### config.mk
export PLATFORM = sky130hd
export DESIGN_NAME = uart_cmd_wrapper
export DESIGN_NICKNAME = d
export VERILOG_FILES = /design/src/rtl/uart_cmd_wrapper.sv
export SDC_FILE = /design/constraint.sdc
export NUM_CORES = 1
export LEC_CHECK = 0
export ABC_CLOCK_PERIOD_IN_PS = 5000
export CORE_UTILIZATION = 55
export DETAILED_ROUTE_END_ITERATION = 12
export DONT_BUFFER_PORTS = 1
export PLACE_DENSITY = 0.7
export SLEW_MARGIN = 20
export SYNTH_ARGS = -nofsm -noshare
export SYNTH_HDL_FRONTEND = slang
export SYNTH_SLANG_ARGS = --single-unit
### constraint.sdc
create_clock -name clk -period 5 [get_ports clk]
set_clock_uncertainty 0.05 [all_clocks]
set_input_delay 0.75 -clock clk [delete_from_list [all_inputs] [get_ports clk]]
set_output_delay 0.75 -clock clk [all_outputs]
set_load 0.005 [all_outputs]
### src/rtl/uart_cmd_wrapper.sv
// uart_cmd_wrapper: 8N1 UART endpoint pairing received bytes into 16-bit commands and sending response bytes
module uart_cmd_wrapper #(
  parameter int          BAUD_DIV = 2604,
  parameter logic [21:0] TIMEOUT  = 22'd2_600_000
) (
  input  logic        clk,
  input  logic        rst,
  input  logic        RX,
  output logic        TX,
  output logic [15:0] cmd,
  output logic        cmd_rdy,
  input  logic        clr_cmd_rdy,
  input  logic [7:0]  resp,
  input  logic        trmt,
  output logic        tx_done,
  output logic        frm_err
);
  localparam int BW = $clog2(BAUD_DIV + 1);
  localparam logic [BW-1:0] BAUD_LAST = BW'(BAUD_DIV - 1);
  localparam logic [BW-1:0] BAUD_HALF = BW'(BAUD_DIV / 2);
  typedef enum logic {RX_IDLE, RX_RECV} rx_state_t;
  typedef enum logic {WAIT_HI, WAIT_LO} pair_state_t;
  typedef enum logic {TX_IDLE, TX_XMIT} tx_state_t;
  rx_state_t rx_state, rx_nxt;
  pair_state_t pair_state, pair_nxt;
  tx_state_t tx_state, tx_nxt;
  logic rx_ff1, rx_sync;
  logic [BW-1:0] rx_baud, tx_baud;
  logic [3:0] rx_bits, tx_bits;
  logic [7:0] rx_data, hi;
  logic [21:0] to_cnt;
  logic [9:0] tx_shift;
  logic rx_tick, rx_start, rx_last, rx_vld, rx_err, to_exp, lo_done, tx_load, tx_tick;
  // Preset high so reset release never looks like a start bit
  always_ff @(posedge clk or posedge rst)
    if (rst) begin
      rx_ff1  <= 1'b1;
      rx_sync <= 1'b1;
    end else begin
      rx_ff1  <= RX;
      rx_sync <= rx_ff1;
    end
  assign rx_tick  = rx_state == RX_RECV && rx_baud == '0;
  assign rx_start = rx_state == RX_IDLE && !rx_sync;
  assign rx_last  = rx_tick && rx_bits == 4'd9;
  assign rx_vld   = rx_last && rx_sync;
  assign rx_err   = rx_last && !rx_sync;
  always_comb
    rx_nxt = rx_start ? RX_RECV :
             (rx_last || (rx_tick && rx_bits == 4'd0 && rx_sync)) ? RX_IDLE : rx_state;
  always_ff @(posedge clk or posedge rst)
    if (rst) begin
      rx_state <= RX_IDLE;
      rx_baud  <= '0;
      rx_bits  <= '0;
      rx_data  <= '0;
      frm_err  <= 1'b0;
    end else begin
      rx_state <= rx_nxt;
      frm_err  <= rx_err;
      if (rx_start) begin
        rx_baud <= BAUD_HALF;
        rx_bits <= '0;
      end else if (rx_tick) begin
        rx_baud <= BAUD_LAST;
        rx_bits <= rx_bits + 4'd1;
        if (rx_bits != 4'd0 && rx_bits != 4'd9) rx_data <= {rx_sync, rx_data[7:1]};
      end else if (rx_state == RX_RECV) rx_baud <= rx_baud - BW'(1);
    end
  // The low-byte window only counts while the receiver is idle
  assign to_exp  = pair_state == WAIT_LO && rx_state == RX_IDLE && to_cnt == TIMEOUT;
  assign lo_done = rx_vld && pair_state == WAIT_LO;
  always_comb
    pair_nxt = rx_vld ? (pair_state == WAIT_HI ? WAIT_LO : WAIT_HI) :
               (rx_err || to_exp) ? WAIT_HI : pair_state;
  always_ff @(posedge clk or posedge rst)
    if (rst) begin
      pair_state <= WAIT_HI;
      hi         <= '0;
      to_cnt     <= '0;
      cmd        <= '0;
      cmd_rdy    <= 1'b0;
    end else begin
      pair_state <= pair_nxt;
      if (rx_vld && pair_state == WAIT_HI) begin
        hi     <= rx_data;
        to_cnt <= '0;
      end else if (pair_state == WAIT_LO && rx_state == RX_IDLE && !to_exp) to_cnt <= to_cnt + 22'd1;
      if (lo_done) cmd <= {hi, rx_data};
      cmd_rdy <= lo_done || (cmd_rdy && !clr_cmd_rdy && !(rx_start && pair_state == WAIT_HI));
    end
  // TX is the shift register's LSB, which idles and refills with ones
  assign TX      = tx_shift[0];
  assign tx_load = tx_state == TX_IDLE && trmt;
  assign tx_tick = tx_state == TX_XMIT && tx_baud == BAUD_LAST;
  always_comb
    tx_nxt = tx_load ? TX_XMIT : (tx_tick && tx_bits == 4'd9) ? TX_IDLE : tx_state;
  always_ff @(posedge clk or posedge rst)
    if (rst) begin
      tx_state <= TX_IDLE;
      tx_shift <= '1;
      tx_baud  <= '0;
      tx_bits  <= '0;
      tx_done  <= 1'b0;
    end else begin
      tx_state <= tx_nxt;
      if (tx_load) begin
        tx_shift <= {1'b1, resp, 1'b0};
        tx_baud  <= '0;
        tx_bits  <= '0;
        tx_done  <= 1'b0;
      end else if (tx_tick) begin
        tx_shift <= {1'b1, tx_shift[9:1]};
        tx_baud  <= '0;
        tx_bits  <= tx_bits + 4'd1;
        if (tx_bits == 4'd9) tx_done <= 1'b1;
      end else if (tx_state == TX_XMIT) tx_baud <= tx_baud + BW'(1);
    end
endmodule

# Yosys cells after proc, flatten, opt, wreduce, memory -nomap -nowiden
# Index checks and enable logic that the tools add are counted.
# totals
ff_bits	104
inputBits	13
output_inout_bits	20
elab_cells	95
# op_classes
n_addsub	5
n_eq_ne	5
mux	24
bitwise	4
reduce_logical	40
# op_table
cell	count
$mux W12	6
$mux W22	2
$add A22 B1 Y22 const B	1
$eq A22 B22 Y1 const B	1
$mux W10	2
$logic_and A1 B1 Y1	19
$mux W4	4
$reduce_bool A2 Y1	7
$add A12 B1 Y12 const B	1
$eq A12 B12 Y1 const B	1
$logic_not A12 Y1	1
$sub A12 B1 Y12 const B	1
$mux W1	10
$add A4 B1 Y4 const B	2
$eq A4 B4 Y1 const B	2
$reduce_bool A3 Y1	2
$logic_not A1 Y1	4
$logic_not A4 Y1	1
$ne A4 B4 Y1 const B	1
$not A1 Y1	4
$reduce_bool A4 Y1	1
$logic_or A1 B1 Y1	3
$reduce_and A3 Y1	1
$reduce_and A2 Y1	1

# Longest topological paths before layout
# Gate-level depths: netlist (run 1).
# depth
ltp_word	7
depth_mapped	8
ltp_nobuf	6

# Least setup slack after synthesis (run 1)
# No wires, ideal clock.
# synth_timing
path_kind	reg-to-reg
startpoint	register rx_baud[0]
endpoint	register cmd[0]
setup_ns	0.127
arrival_ns	1.994
t_required_ns	4.823
path_slack_ns	2.828
path_stages_with_launch	8
n_path_buf	1
synth_period_minus_slack_ns	2.172
cell_sequence	dfrtp_1 > inv_1 > ha_1 > nand4bb_1 > nand4bb_4 > nor3_4 > buf_6 > mux2_1
# synth_between
elab_chain_len	5
# synth_lines
item	line_no	text
from (decl)	28	logic [BW-1:0] rx_baud, tx_baud;
from (signal assigned)	68	end else if (rx_state == RX_RECV) rx_baud <= rx_baud - BW'(1);
$logic_not A12 Y1	43	assign rx_tick = rx_state == RX_RECV && rx_baud == '0;
$logic_and A1 B1 Y1	43	
$logic_and A1 B1 Y1	45	assign rx_last = rx_tick && rx_bits == 4'd9;
$logic_and A1 B1 Y1	46	assign rx_vld = rx_last && rx_sync;
$logic_and A1 B1 Y1	72	assign lo_done = rx_vld && pair_state == WAIT_LO;
to (signal assigned)	89	if (lo_done) cmd <= {hi, rx_data};
to (decl)	10	output logic [15:0] cmd,
# No other way between the ends.
# A chain may end at the register's enable or synchronous reset.

# Final worst setup path (run 1)
# layout_timing
startpoint	register rx_state
endpoint	register cmd[6]
# layout_between
elab_chain_len	4
# layout_lines
item	line_no	text
from (decl)	24	rx_state_t rx_state, rx_nxt;
from (signal assigned)	59	rx_state <= rx_nxt;
$logic_and A1 B1 Y1	43	
$logic_and A1 B1 Y1	45	
$logic_and A1 B1 Y1	46	
$logic_and A1 B1 Y1	72	
# No other way between the ends.

==> PnR_summary.wiki, run 1 <==
{| class="wikitable"
! Metric !! Value
|-
| Worst setup margin || 1.99 ns
|-
| Post-synthesis async set-or-reset flop share || 100%
|-
| Worst-case register-to-register setup slack || 1.99 ns
|-
| Number of warnings printed during yosys synthesis || 0
|-
| Critical path's largest stage delay || 0.81 ns
|-
| Buffers from clock root to sink, at most || 2
|-
| Wirelength per Cell || 16.0 um
|-
| Crit path buffers/inverters || 0
|-
| Aggregate global-route resource usage || 21.1%
|-
| Simple-gate share of the synthesized area || 19.8%
|-
| Slowest-stage cell, CP || sky130_fd_sc_hd__dfrtp_1
|-
| Cells taking the most area after synthesis || sky130_fd_sc_hd__dfrtp_1 47%, sky130_fd_sc_hd__dfstp_2 5.8%, sky130_fd_sc_hd__mux2_2 5.2%
|-
| Non-filler cells in the finished layout || 562
|-
| Rows || 34
|-
| Worst Path Max Fanout || 25
|-
| Total routed wirelength || 9.00 mm
|-
| Most common flop cell mapped by yosys || sky130_fd_sc_hd__dfrtp_1
|-
| Insertion delay of the later-clocked pin in the worst-skew pair || 0.39 ns
|-
| List of cells traversed by the critical path || nand4bb_1 > nand4bb_4 > nor3_4 > mux2_1
|-
| Total power after layout || 1610 uW
|-
| Total half-perimeter wirelength after legalization and detailed placement || 5.99 mm
|-
| Number of violations reported at the end of detailed-routing iteration 0 || 162
|-
| Area growth, synth to finish || 5.72%
|-
| CTS tree || built
|-
| Mean number of vias per cell || 5.97
|-
| Number of vias in the routed layout || 3,353
|-
| Synth cell types || 63
|-
| PD cells || 309 nW/um^2
|-
| Net count after synthesis || 480
|-
| Peak VDD IR || 0.216 mV
|-
| Core Box Area || 8720 um^2
|-
| Cell family with most CP delay || simple AND/OR/NAND/NOR gates
|-
| Number of max-slew violations in the final report || 0
|-
| Starting density of the core || 56.7%
|-
| Wire length of the first global-routing pass || 16.1 mm
|-
| Share of synthesized cell area in full adder, half adder and majority cells || 2.28%
|-
| Period minus WS final || 3.01 ns
|-
| XOR/XNOR Fraction of Synth Area || 3.37%
|-
| CP startpoint kind || flip-flop
|-
| CTS Buf Count || 9
|-
| Routed Antenna Nets || 0
|-
| I/O Pins || 33
|-
| Worst setup timing slack at the placement stage || 2.03 ns
|-
| Number of diodes || 0
|-
| Synthesized instance count || 458
|-
| Global route overflow || 0
|-
| Cts repair resizes || 0
|-
| Synth top cells by count || 92 x sky130_fd_sc_hd__dfrtp_1, 40 x sky130_fd_sc_hd__nor2_1, 32 x sky130_fd_sc_hd__nand2_1, 24 x sky130_fd_sc_hd__o21ai_0, 23 x sky130_fd_sc_hd__mux2_2
|-
| Combinational family with the most area after synthesis || simple AND/OR/NAND/NOR gates
|-
| Floorplan die height || 96.8 um
|-
| Critical Setup Path Class || flip-flop to flip-flop
|-
| RSZ-0062 raised after global routing || false
|-
| Register area share after synthesis || 52.4%
|-
| Endpoint arrival time on the critical path || 3.24 ns
|-
| Root Buffer || sky130_fd_sc_hd__clkbuf_8
|-
| Ratio of final minimum period to clock period || 60.2%
|-
| Largest net degree at the start of global routing || 60
|-
| CTS clk-pin slew, worst paths || 0.11 ns
|-
| Leakage || 0.00237 uW
|-
| Weighted congestion reported at the end of routability-driven placement || 0.783
|-
| Netlist Area Pre-Place || 4940 um^2
|-
| Cell taking the most area after synthesis || sky130_fd_sc_hd__dfrtp_1
|-
| Layout fillers || 733
|-
| Number of clock sinks || 103
|-
| Inst Count DP || 546
|-
| Max-capacitance violation count || 0
|-
| # setup viols final || 0
|-
| Worst flop-to-flop path endpoint || cmd[6]
|-
| Status || finished clean
|-
| Number of remaining DRC errors || 0
|-
| Maximum operating frequency || 0.332 GHz
|-
| Final Util || 59.9%
|-
| Post-synth EDFFs || 0
|-
| Via count of the first global-routing pass || 3,258
|-
| Die footprint || 9370 um^2
|-
| Type of destination of the critical path || flip-flop
|-
| Final-report hold violation count || 0
|-
| Crit path required time || 5.23 ns
|-
| Number of iterations in the first detailed-routing pass || 4
|-
| Mean cell area of the mapped netlist || 10.8 um^2
|-
| H-tree depth || 3
|-
| Post-CTS Hold Buffers || 0
|-
| Initial antenna violation count || 0
|-
| #FFs+latches synth || 103
|-
| Top-count cell post-synth || sky130_fd_sc_hd__dfrtp_1
|-
| Min-delay worst type || input pin to async pin
|-
| # Post-CTS Setup Buffers || 0
|-
| Critical R2R Launch || rx_state
|-
| Slew at the pin closest to its max-slew limit || 0.860 ns
|-
| Remaining max-slew budget at the tightest pin || 42.2%
|-
| Setup TNS after final layout || 0 ns
|-
| Total Nets Final || 471
|-
| Port Buffers || 0
|-
| X dimension of the die || 96.8 um
|-
| Proportion of synthesized area in mux cells || 8.51%
|-
| Number of cells traversed by the worst register-to-register path || 4
|-
| Fraction of post-synthesis cell area in the top cell type by area || 46.6%
|-
| Fraction of final layout cells sized beyond drive strength 1 || 15.0%
|-
| Synth Area in Compound Gates || 10.4%
|}
-- state kept, by name (all words and copies together), names as in the netlist --
register,count
to_cnt,22
cmd,16
rx_baud,12
tx_baud,12
tx_shift,9
hi,8
rx_data,8
rx_bits,4
tx_bits,4
cmd_rdy,1
frm_err,1
pair_state,1
rx_ff1,1
rx_state,1
rx_sync,1
tx_done,1
tx_state,1
-- layout make-up --
cell class | count | area, um^2 | area share (%)
sequential | 103 | 2590 | 49.6
multi-input combinational | 317 | 2190 | 41.9
tap | 108 | 135 | 2.59
clock buffer | 9 | 124 | 2.37
clock inverter | 7 | 110 | 2.11
inverter | 17 | 66.3 | 1.27
timing repair buffer | 1 | 7.51 | 0.144
-- layout by cell type (no fill, tap or decap), drive strengths merged, types with 11 or more instances in the layout --
cell / Yosys / routed
nor2: 41 / 41
xor2: 11 / 11
nand2: 33 / 33
nand4: 12 / 12
dfrtp: 92 / 92
nor3: 15 / 15
dfstp: 11 / 11
inv: 17 / 20
a21oi: 17 / 17
mux2: 32 / 32
o21ai: 26 / 26
nand3: 16 / 16
-- layer usage --
layer	global-route usage, %	wire length (um)	part of all wire (%)
met2	32.2	4180	46
met3	5.85	366	4.1
met4	5.86	102	1.1
met5	0	0	0
met1	29.7	4350	48
-- power breakdown --
| part | leakage (uW) | internal [uW] | switching, uW |
|---|---|---|---|
| logic | 0.000916 | 46.7 | 56.5 |
| registers | 0.00134 | 879 | 51.7 |
| clock network | 0.000116 | 252 | 328 |
-- worst max path at each step --
stage	from	slack, ns	cells past startpoint	endpoint
finish	rx_state	1.99	4	cmd[6]
global route	rx_state	1.79	4	cmd[11]
CTS	rx_state	2.03	4	cmd[6]
detailed placement	rx_state	2.03	4	cmd[11]
global placement	rx_state	2.09	4	cmd[12]
floorplan	rst	1.51	1	cmd[0]
-- logic make-up (layout without fill, tap and decap cells) --
family                   count (synthesis)  count (layout)
buffers and inverters                   38              34
XOR/XNOR                                19              19
AO/OA/AOI/OAI                           81              81
AND/OR/NAND/NOR                        170             170
multiplexers                            38              38
flip-flops                             103             103
adder cells (fa/ha/maj)                  9               9
-- stage by stage --
stage               area (um^2)  hold slack (ns)
CTS                        5220            0.287
floorplan                  4940            0.295
global route               5220            0.267
finish                     5220            0.282
detailed placement         4990            0.308
global placement           4990            0.296
No activity file was read; power rests on OpenSTA's default activity.
==> run 2: changes to the inputs <==
Settings changed: ABC_CLOCK_PERIOD_IN_PS 5000 to 2850.
Clock period 5 ns to 2.85 ns, I/O delays scaled along.
==> PnR_summary.wiki, run 2 (synthesized netlist as in run 1, its figures left out) <==
{| class="wikitable"
! Metric !! Value
|-
| Final Util || 60.5% (+0.60 points)
|-
| # Post-CTS Setup Buffers || 0 (unchanged)
|-
| Crit path buffers/inverters || 2 (+2)
|-
| Total half-perimeter wirelength after legalization and detailed placement || 6.10 mm (+2.0%)
|-
| Type of destination of the critical path || flip-flop
|-
| Cell family with most CP delay || simple AND/OR/NAND/NOR gates
|-
| Wirelength per Cell || 15.5 um (-3.0%)
|-
| Area growth, synth to finish || 6.79%
|-
| Number of violations reported at the end of detailed-routing iteration 0 || 150 (-7.4%)
|-
| Worst Path Max Fanout || 12 (-52%)
|-
| Weighted congestion reported at the end of routability-driven placement || 0.831 (+6.1%)
|-
| Largest net degree at the start of global routing || 51 (-15%)
|-
| Path length in cells of the critical path || 7 (+3)
|-
| Total Nets Final || 479 (+1.7%)
|-
| CTS clk-pin slew, worst paths || 0.11 ns (about the same)
|-
| Max-capacitance violation count || 0 (unchanged)
|-
| # setup viols final || 0 (unchanged)
|-
| Port Buffers || 0 (unchanged)
|-
| Number of clock sinks || 103 (unchanged)
|-
| Grt met3 use || 5.35% (-0.51 points)
|-
| Global route overflow || 0 (unchanged)
|-
| Most frequent cells in the layout || 92 x sky130_fd_sc_hd__dfrtp_1, 40 x sky130_fd_sc_hd__nor2_1, 32 x sky130_fd_sc_hd__nand2_1, 24 x sky130_fd_sc_hd__o21ai_0, 23 x sky130_fd_sc_hd__mux2_2
|-
| Floorplan die height || 96.8 um (unchanged)
|-
| Number of cells traversed by the worst register-to-register path || 7 (+3)
|-
| Peak VDD IR || 0.348 mV (+61%)
|-
| Final-report hold violation count || 4 (+4)
|-
| Critical Setup Path Class || flip-flop to flip-flop
|-
| Leakage || 0.00240 uW (+1.1%)
|-
| Slew at the pin closest to its max-slew limit || 0.791 ns (-0.0697 ns)
|-
| PD cells || 519 nW/um^2 (+68%)
|-
| Met1 track demand over resource in global routing || 29.4% (-0.30 points)
|-
| Number of remaining DRC errors || 0 (unchanged)
|-
| Post-CTS Hold Buffers || 1 (+1)
|-
| Core Box Area || 8720 um^2 (unchanged)
|-
| Aggregate global-route resource usage || 20.2% (-0.91 points)
|-
| Number of diodes || 0 (unchanged)
|-
| Ratio of final minimum period to clock period || 85.3% (+25 points)
|-
| Min-delay worst type || input pin to async pin
|-
| Cts repair resizes || 0 (unchanged)
|-
| Remaining max-slew budget at the tightest pin || 47.2% (+5.0 points)
|-
| Die footprint || 9370 um^2 (unchanged)
|-
| Critical path's largest stage delay || 0.43 ns (-0.38 ns)
|-
| Regs by FF count || to_cnt (22), cmd (16)
|-
| Buffers from clock root to sink, at most || 2 (unchanged)
|-
| Mean number of vias per cell || 5.89 (-1.3%)
|-
| X dimension of the die || 96.8 um (unchanged)
|-
| CP startpoint kind || flip-flop
|-
| Leading cell type in the layout, fill and taps excluded || sky130_fd_sc_hd__dfrtp_1
|-
| Number of vias in the routed layout || 3,357 (+0.12%)
|-
| Setup TNS after final layout || 0 ns (unchanged)
|-
| Slowest-stage cell, CP || sky130_fd_sc_hd__nand4bb_4
|-
| Number of max-slew violations in the final report || 0 (unchanged)
|-
| Global routing usage on met2 || 30.5% (-1.7 points)
|-
| Via count of the first global-routing pass || 3,155 (-3.2%)
|-
| CTS tree || built
|-
| Initial antenna violation count || 0 (unchanged)
|-
| CTS Buf Count || 9 (unchanged)
|-
| Fraction of final layout cells sized beyond drive strength 1 || 16.2% (+1.3 points)
|-
| List of cells traversed by the critical path || inv_1 > ha_1 > nand4bb_1 > nand4bb_4 > buf_4 > nor2_4 > mux2_2
|-
| Starting density of the core || 56.7% (unchanged)
|-
| RSZ-0062 raised after global routing || false
|-
| Hold_ws || -0.00380 ns (-0.286 ns)
|-
| Max reg flops || 22 (unchanged)
|-
| Rows || 34 (unchanged)
|-
| Crit path required time || 3.06 ns (-2.17 ns)
|-
| I/O Pins || 33 (unchanged)
|-
| Endpoint arrival time on the critical path || 2.64 ns (-0.60 ns)
|-
| H-tree depth || 3 (unchanged)
|-
| Number of iterations in the first detailed-routing pass || 4 (unchanged)
|-
| Total routed wirelength || 8.86 mm (-1.6%)
|-
| Routed Antenna Nets || 0 (unchanged)
|-
| Violated checks || negative hold slack
|-
| Root Buffer || sky130_fd_sc_hd__clkbuf_8
|-
| Insertion delay of the later-clocked pin in the worst-skew pair || 0.37 ns (-0.02 ns)
|-
| Wire length of the first global-routing pass || 15.4 mm (-4.5%)
|-
| Largest register by flop count || to_cnt
|-
| Period minus WS final || 2.43 ns (-0.580 ns)
|-
| Status || finished, violations left
|-
| Grt peak-use layer || met2
|-
| Maximum operating frequency || 0.412 GHz (+24%)
|}
-- run 2: per-layer routing --
metal | part of all wire [%] | routed length [um] | up-vias
li1 | - | - | 1656
met1 | 49 | 4340 | 1646
met2 | 46 | 4100 | 50
met3 | 3.8 | 339 | 5
met4 | 0.87 | 77 | 0
met5 | 0 | 0 | -
-- run 2: final cells by class --
type                    instances  area (um^2)
well taps                     108          135
clock buffers                   9          124
fillers                       715         3440
repair buffers                  9         82.6
clock inverters                 7         86.3
inverters                      17         67.6
multi-input cells             317         2190
flip-flops and latches        103         2590
-- run 2: path summary, 6_finish.rpt --
check,start,slack (ns),endpoint
min in group clk,resp[4],0.12,tx_shift[5]
min,rst,-0.004,tx_baud[9]
min reg2reg,rx_ff1,0.31,rx_sync
max reg2reg,rx_baud[0],0.42,hi[6]
max,rx_baud[0],0.42,hi[6]
max in group asynchronous,rst,2.00,rx_ff1
-- run 2: metrics by stage --
step / power, uW / worst slack (ns) / std cells / cell area [um^2]
after floorplan: 1790 / 0.678 / 458 / 4940
after global placement: 1820 / 0.562 / 553 / 5060
after detailed placement: 1840 / 0.433 / 553 / 5060
after CTS: 2780 / 0.415 / 570 / 5280
after global routing: 2870 / 0.263 / 570 / 5280
final: 2740 / 0.420 / 570 / 5280
-- run 2: report_power, final --
group / switching (uW) / leakage [uW] / internal (uW)
clock network: 575 / 0.000105 / 355
logic: 96.7 / 0.000954 / 84.7
registers: 85.3 / 0.00134 / 1540
==> run 3: changes to the inputs <==
Settings changed: SLEW_MARGIN 20 to not set.
==> results of run 3 <==
Final layout, timing and power as in run 2 (identical DEF).
